--- src/rtl/dmem_result_reader_if.sv ---
// rtl/dmem_result_reader_if.sv - external data-memory port and byte stream bundle for the result reader
interface dmem_result_reader_if;
    logic        hold_cpu;
    logic        Ext_MemWrite;
    logic [31:0] Ext_DataAdr;
    logic [31:0] ReadData;
    logic [7:0]  tx_data;
    logic        tx_valid;
    logic        tx_ready;

    modport master (
        output hold_cpu,
        output Ext_MemWrite,
        output Ext_DataAdr,
        input  ReadData,
        output tx_data,
        output tx_valid,
        input  tx_ready
    );

    modport slave (
        input  hold_cpu,
        input  Ext_MemWrite,
        input  Ext_DataAdr,
        output ReadData,
        input  tx_data,
        input  tx_valid,
        output tx_ready
    );
endinterface

--- src/rtl/dmem_result_reader.sv ---
// rtl/dmem_result_reader.sv - runs the CPU, then dumps a data-memory window as a little-endian byte stream
module dmem_result_reader #(
    parameter int COUNT_W = 8,
    parameter int TIMEOUT = 65535,
    parameter int TMR_W   = 16
) (
    input  logic               clk,
    input  logic               reset,
    input  logic               start,
    input  logic [31:0]        base_adr,
    input  logic [COUNT_W-1:0] word_count,
    input  logic               cpu_done,
    output logic               busy,
    output logic               dump_done,
    output logic               timeout_err,
    dmem_result_reader_if.master bus
);

    typedef enum logic [2:0] {
        IDLE      = 3'd0,
        WAIT_DONE = 3'd1,
        ADDR      = 3'd2,
        CAPTURE   = 3'd3,
        SEND      = 3'd4,
        FINISH    = 3'd5
    } state_t;

    // The timer value seen on the cycle whose increment reaches TIMEOUT.
    localparam logic [TMR_W-1:0] TMR_LAST = TMR_W'((TIMEOUT == 0) ? 0 : TIMEOUT - 1);

    state_t             state, stateNext;
    logic               holdCpu, holdNext;
    logic [31:0]        extAdr, adrNext;
    logic [7:0]         txData, txDataNext;
    logic               txValid, txValidNext;
    logic               busyReg, busyNext;
    logic               dumpDone, dumpDoneNext;
    logic               timeoutErr, timeoutNext;
    logic [29:0]        baseReg, baseNext;
    logic [COUNT_W-1:0] countReg, countNext;
    logic [COUNT_W-1:0] idx, idxNext, idxInc;
    logic [1:0]         bcnt, bcntNext;
    logic [TMR_W-1:0]   timer, timerNext;
    logic [31:0]        shiftReg, shiftNext;

    assign idxInc = idx + 1'b1;

    always_ff @(posedge clk or negedge reset) begin
        if (!reset) begin
            state      <= IDLE;
            holdCpu    <= 1'b1;
            extAdr     <= 32'd0;
            txData     <= 8'd0;
            txValid    <= 1'b0;
            busyReg    <= 1'b0;
            dumpDone   <= 1'b0;
            timeoutErr <= 1'b0;
            baseReg    <= 30'd0;
            countReg   <= '0;
            idx        <= '0;
            bcnt       <= 2'd0;
            timer      <= '0;
            shiftReg   <= 32'd0;
        end else begin
            state      <= stateNext;
            holdCpu    <= holdNext;
            extAdr     <= adrNext;
            txData     <= txDataNext;
            txValid    <= txValidNext;
            busyReg    <= busyNext;
            dumpDone   <= dumpDoneNext;
            timeoutErr <= timeoutNext;
            baseReg    <= baseNext;
            countReg   <= countNext;
            idx        <= idxNext;
            bcnt       <= bcntNext;
            timer      <= timerNext;
            shiftReg   <= shiftNext;
        end
    end

    always_comb begin
        stateNext   = state;
        holdNext    = holdCpu;
        adrNext     = extAdr;
        txDataNext  = txData;
        txValidNext = txValid;
        timeoutNext = timeoutErr;
        baseNext    = baseReg;
        countNext   = countReg;
        idxNext     = idx;
        bcntNext    = bcnt;
        timerNext   = timer;
        shiftNext   = shiftReg;

        case (state)
            IDLE: begin
                if (start) begin
                    baseNext    = base_adr[31:2];
                    countNext   = word_count;
                    timeoutNext = 1'b0;
                    idxNext     = '0;
                    timerNext   = '0;
                    if (word_count == '0) begin
                        stateNext = FINISH;
                    end else begin
                        holdNext  = 1'b0;
                        stateNext = WAIT_DONE;
                    end
                end
            end
            WAIT_DONE: begin
                timerNext = timer + 1'b1;
                if (cpu_done) begin
                    holdNext  = 1'b1;
                    adrNext   = {baseReg, 2'b00};
                    stateNext = ADDR;
                end else if (TIMEOUT != 0 && timer == TMR_LAST) begin
                    timeoutNext = 1'b1;
                    holdNext    = 1'b1;
                    stateNext   = IDLE;
                end
            end
            ADDR: begin
                stateNext = CAPTURE;
            end
            CAPTURE: begin
                shiftNext   = bus.ReadData;
                bcntNext    = 2'd0;
                txDataNext  = bus.ReadData[7:0];
                txValidNext = 1'b1;
                stateNext   = SEND;
            end
            SEND: begin
                if (txValid && bus.tx_ready) begin
                    if (bcnt != 2'd3) begin
                        // Shift so the next byte is always at [15:8] when it is needed.
                        bcntNext   = bcnt + 2'd1;
                        shiftNext  = {8'h00, shiftReg[31:8]};
                        txDataNext = shiftReg[15:8];
                    end else begin
                        txValidNext = 1'b0;
                        idxNext     = idxInc;
                        if (idxInc == countReg) begin
                            stateNext = FINISH;
                        end else begin
                            adrNext   = extAdr + 32'd4;
                            stateNext = ADDR;
                        end
                    end
                end
            end
            FINISH: begin
                stateNext = IDLE;
            end
            default: begin
                stateNext = IDLE;
            end
        endcase

        dumpDoneNext = (state == FINISH);
        busyNext     = (stateNext != IDLE);
    end

    assign bus.hold_cpu     = holdCpu;
    assign bus.Ext_MemWrite = 1'b0;
    assign bus.Ext_DataAdr  = extAdr;
    assign bus.tx_data      = txData;
    assign bus.tx_valid     = txValid;
    assign busy             = busyReg;
    assign dump_done        = dumpDone;
    assign timeout_err      = timeoutErr;

endmodule

--- src/flat_wrapper.sv ---
// flat-port wrapper written by rule: the top's interface ports become plain ports
module dmem_result_reader_flat 
#(
    parameter int COUNT_W = 8,
    parameter int TIMEOUT = 65535,
    parameter int TMR_W   = 16
)
  (clk, reset, start, base_adr, word_count, cpu_done, busy, dump_done, timeout_err, bus_hold_cpu, bus_Ext_MemWrite, bus_Ext_DataAdr, bus_ReadData, bus_tx_data, bus_tx_valid, bus_tx_ready);
  dmem_result_reader_if bus_i ();
  input  logic clk;
  input  logic reset;
  input  logic start;
  input  logic [31:0] base_adr;
  input  logic [COUNT_W-1:0] word_count;
  input  logic cpu_done;
  output logic busy;
  output logic dump_done;
  output logic timeout_err;
  output wire logic [$bits(bus_i.hold_cpu)-1:0] bus_hold_cpu;
  output wire logic [$bits(bus_i.Ext_MemWrite)-1:0] bus_Ext_MemWrite;
  output wire logic [$bits(bus_i.Ext_DataAdr)-1:0] bus_Ext_DataAdr;
  input wire logic [$bits(bus_i.ReadData)-1:0] bus_ReadData;
  output wire logic [$bits(bus_i.tx_data)-1:0] bus_tx_data;
  output wire logic [$bits(bus_i.tx_valid)-1:0] bus_tx_valid;
  input wire logic [$bits(bus_i.tx_ready)-1:0] bus_tx_ready;
  assign bus_hold_cpu = bus_i.hold_cpu;
  assign bus_Ext_MemWrite = bus_i.Ext_MemWrite;
  assign bus_Ext_DataAdr = bus_i.Ext_DataAdr;
  assign bus_i.ReadData = bus_ReadData;
  assign bus_tx_data = bus_i.tx_data;
  assign bus_tx_valid = bus_i.tx_valid;
  assign bus_i.tx_ready = bus_tx_ready;
  dmem_result_reader #(.COUNT_W(COUNT_W), .TIMEOUT(TIMEOUT), .TMR_W(TMR_W)) u_core (.clk(clk), .reset(reset), .start(start), .base_adr(base_adr), .word_count(word_count), .cpu_done(cpu_done), .busy(busy), .dump_done(dump_done), .timeout_err(timeout_err), .bus(bus_i));
endmodule
--- config.mk ---
export PLATFORM = sky130hd
export DESIGN_NAME = dmem_result_reader_flat
export DESIGN_NICKNAME = d
export VERILOG_FILES = /design/src/rtl/dmem_result_reader_if.sv /design/src/rtl/dmem_result_reader.sv /design/src/flat_wrapper.sv
export SDC_FILE = /design/constraint.sdc
export NUM_CORES = 1
export LEC_CHECK = 0
export CORE_UTILIZATION = 53
export CTS_CLUSTER_DIAMETER = 80
export DETAILED_ROUTE_END_ITERATION = 6
export GPL_TIMING_DRIVEN = 1
export PLACE_DENSITY = 0.87
export SLEW_MARGIN = 25
export SYNTH_ARGS = -nofsm -noshare
export SYNTH_HDL_FRONTEND = slang
export SYNTH_SLANG_ARGS = --single-unit
--- constraint.sdc ---
create_clock -name clk -period 3.2 [get_ports clk]
set_input_delay 0.64 -clock clk [delete_from_list [all_inputs] [get_ports clk]]
set_output_delay 0.64 -clock clk [all_outputs]
set_load 0.02 [all_outputs]
==> out/results.ini <==
[status]
status = finished clean

[logic_synthesis]
ys_ff_latch = 134
syn_avg_cell_area_um2 = 8.51
ys_top_cells_by_area = dfrtp_1 49%, nand2_1 12%, nand3_1 3.7%, nor2_1 3.1%, a31oi_1 3.0%
synth_cell_types = 66
yosys.area.top_type = dfrtp_1
synthFlopType = dfrtp_1
synth-async-reset-ratio_pct = 100
synth.most_common_cell = nand2_1
ys_warn_count = 0
synth_edf_count = 0
synth_common_cells = 221 x nand2_1, 133 x dfrtp_1, 56 x nor2_1
synth_area_um2 = 6820
yosysTopAreaCellShare_pct = 48.8
syn_inst = 802
synth_seq_area_share_pct = 49.2

[grt]
met1_usage_pct = 37.8
grt_pass1_wl_um = 28900
top_usage_layer = met2
grt_pass1_vias = 5965
grt_max_degree = 69
grt_use_met3_pct = 6.38
grtUsageMet2_pct = 43.6
track_usage_pct = 28.0
antenna_found_initial = 0
grt_overflow = 0

[floorplanning]
die_x_um = 115
die_h_um = 115
fp-row-count = 41
dieArea_um2 = 13300
ioPinCount = 123
core_um2 = 12600
initial_core_util_pct = 54.3

[clocking]
clk_latency_ns = 0.43
cts_max_level = 4
cts_made_buffers = 17
clock_path_buffers = 2
clk_pin_slew_ns = 0.05
cts_resized = 0
cts_root_buffer = clkbuf_16
cts_sinks = 134
cts_tree = built
holdBufCountCts = 0
postCtsSetupBuffers = 0

[finish]
layout-drive-gt1-share_pct = 7.88
multiInputGateArea_um2 = 3180
antenna_cells = 0
fillers = 923
layout.nets = 984
area_growth_pct = 28.5
seq_area_um2 = 3350
post-route-util_pct = 69.7
fin_area_um2 = 8770

[sta]
period_needed_ns = 2.76
relSlewSlack_pct = 53.5
finClkSkew_ns = 0.00926
fmax_ghz = 0.362
setup_tns_ns = 0
finalHoldViolations = 0
setup_violations = 0
slew_viol_final = 0
whs_ns = 0.189
fin_crit_sh_pct = 86.3
grt_setup_unrepaired = no
worstMarginPinSlew_ns = 0.695

[worst_setup_path]
cp.required_ns = 3.51
path_max_fanout = 13
reg2reg_depth = 8
reg2reg_slack_ns = 0.44
worstSetupEndpointType = flop
r2r_start = u_core.idx[0]
critPathKind = reg2reg
arrival_ns = 3.08
r2r-end = u_core.bus.Ext_DataAdr[31]
startpoint_type = flop

[drt]
ant_nets = 0
avgRoutedWirePerCell_um = 16.2
num_vias = 6426
finalWirelength_um = 17600
drtPass1Iterations = 5
drc = 0
dr.first_iter.drc_count = 640
viasPerCell = 5.92

[power_and_ir_drop]
leakage_nw = 3.81
peakVddDrop_mv = 0.494
powerDensity_nw_per_um2 = 928

[worst_hold_path]
hp-class = in2async

[placement]
dp_hpwl_um = 11600
post_dp_cell_area_um2 = 8130
gp_congestion = 0.868
portBuffers = 117

[job]
max_cap_viol_count = 0

-- critical path: stages, from the launching register on --
cell and delay [ns]:
dfrtp_1 0.43, ha_1 0.33, nand2_2 0.12, or4_4 0.51, a31oi_4 0.19, o211ai_4 0.12
o21a_1 0.40, or3_1 0.42, o211a_1 0.13
-- cell families after synthesis --
logic type / count (synthesis) / synth area share (%)
muxes: 7 / 1.05
AOI/OAI and AO/OA: 168 / 16.6
and+or+nand+nor: 412 / 26.8
other: 1 / 0.0550
xor gates and xnor gates: 7 / 0.898
DFF: 134 / 49.2
buffers and inverters: 68 / 4.58
adders and majority gates: 5 / 0.917
-- worst max path at each step --
stage / slack [ns] / endpoint / cells after the start / startpoint
after floorplan: 0.83 / u_core.bus.Ext_DataAdr[31] / 8 / u_core.idx[0]
after global placement: 0.46 / u_core.bus.Ext_DataAdr[3] / 8 / u_core.idx[0]
after detailed placement: 0.44 / u_core.bus.Ext_DataAdr[3] / 8 / u_core.idx[0]
after CTS: 0.43 / u_core.bus.Ext_DataAdr[3] / 8 / u_core.idx[0]
after global routing: 0.22 / u_core.bus.Ext_DataAdr[3] / 8 / u_core.idx[0]
final: 0.44 / u_core.bus.Ext_DataAdr[31] / 8 / u_core.idx[0]
-- per-layer routing --
| layer | vias up | routed length, um |
|---|---|---|
| li1 | 3018 | - |
| met1 | 3061 | 7450 |
| met2 | 305 | 8400 |
| met3 | 42 | 1320 |
| met4 | 0 | 400 |
| met5 | - | 0 |
-- stage by stage --
stage / setup slack (ns) / std cells / power (mW)
after detailed placement: 0.437 / 1055 / 6.02
after global placement: 0.464 / 1055 / 5.91
final: 0.439 / 1086 / 8.13
after global routing: 0.219 / 1086 / 8.66
after CTS: 0.433 / 1086 / 8.14
after floorplan: 0.826 / 804 / 4.90
-- placed cells by master (no fill, tap or decap), drive strengths merged, types with 3 or more instances in the layout --
cell	Yosys	routed
nor2	57	57
clkbuf	39	22
a2bb2oi	11	11
or4	4	4
nand4	16	16
nand2	222	222
a21oi	21	21
conb	1	3
nand3b	3	3
o22a	3	3
nand3	52	52
o31ai	8	8
a31oi	34	34
xnor2	4	4
o211ai	5	5
xor2	3	3
nor3	26	26
or3	3	3
inv	6	6
a211oi	4	4
o221ai	7	7
o22ai	6	6
o21ai	47	47
clkdlybuf4s50	0	116
ha	5	5
clkinv	0	4
buf	23	25
dfrtp	133	133
o41ai	3	3
mux2i	6	6
nor2b	3	3
bufinv	0	4
and3	11	11
and2	6	6
-- state kept, by name (all words and copies together) (netlist names), 2 cells and up --
name	flops
u_core.bus.tx_data	7
u_core.timer	16
u_core.shiftReg	25
u_core.idx	8
u_core.bcnt	2
u_core.baseReg	30
u_core.bus.Ext_DataAdr	30
u_core.state	3
u_core.countReg	8
-- power breakdown --
part / switching (mW) / total, mW / leakage [nW] / internal [mW]
combinational: 1.75 / 3.08 / 1.84 / 1.33
clock: 0.709 / 2.08 / 0.312 / 1.38
sequential: 0.603 / 2.97 / 1.66 / 2.37
-- layout make-up --
type / instances / area share (%)
Sequential cell: 134 / 38.3
Multi-Input combinational cell: 602 / 36.3
Timing Repair Buffer: 141 / 15.5
Clock buffer: 22 / 5.52
Tap cell: 172 / 2.46
Clock inverter: 9 / 1.68
Inverter: 6 / 0.257
No activity file was read; power rests on OpenSTA's default activity.
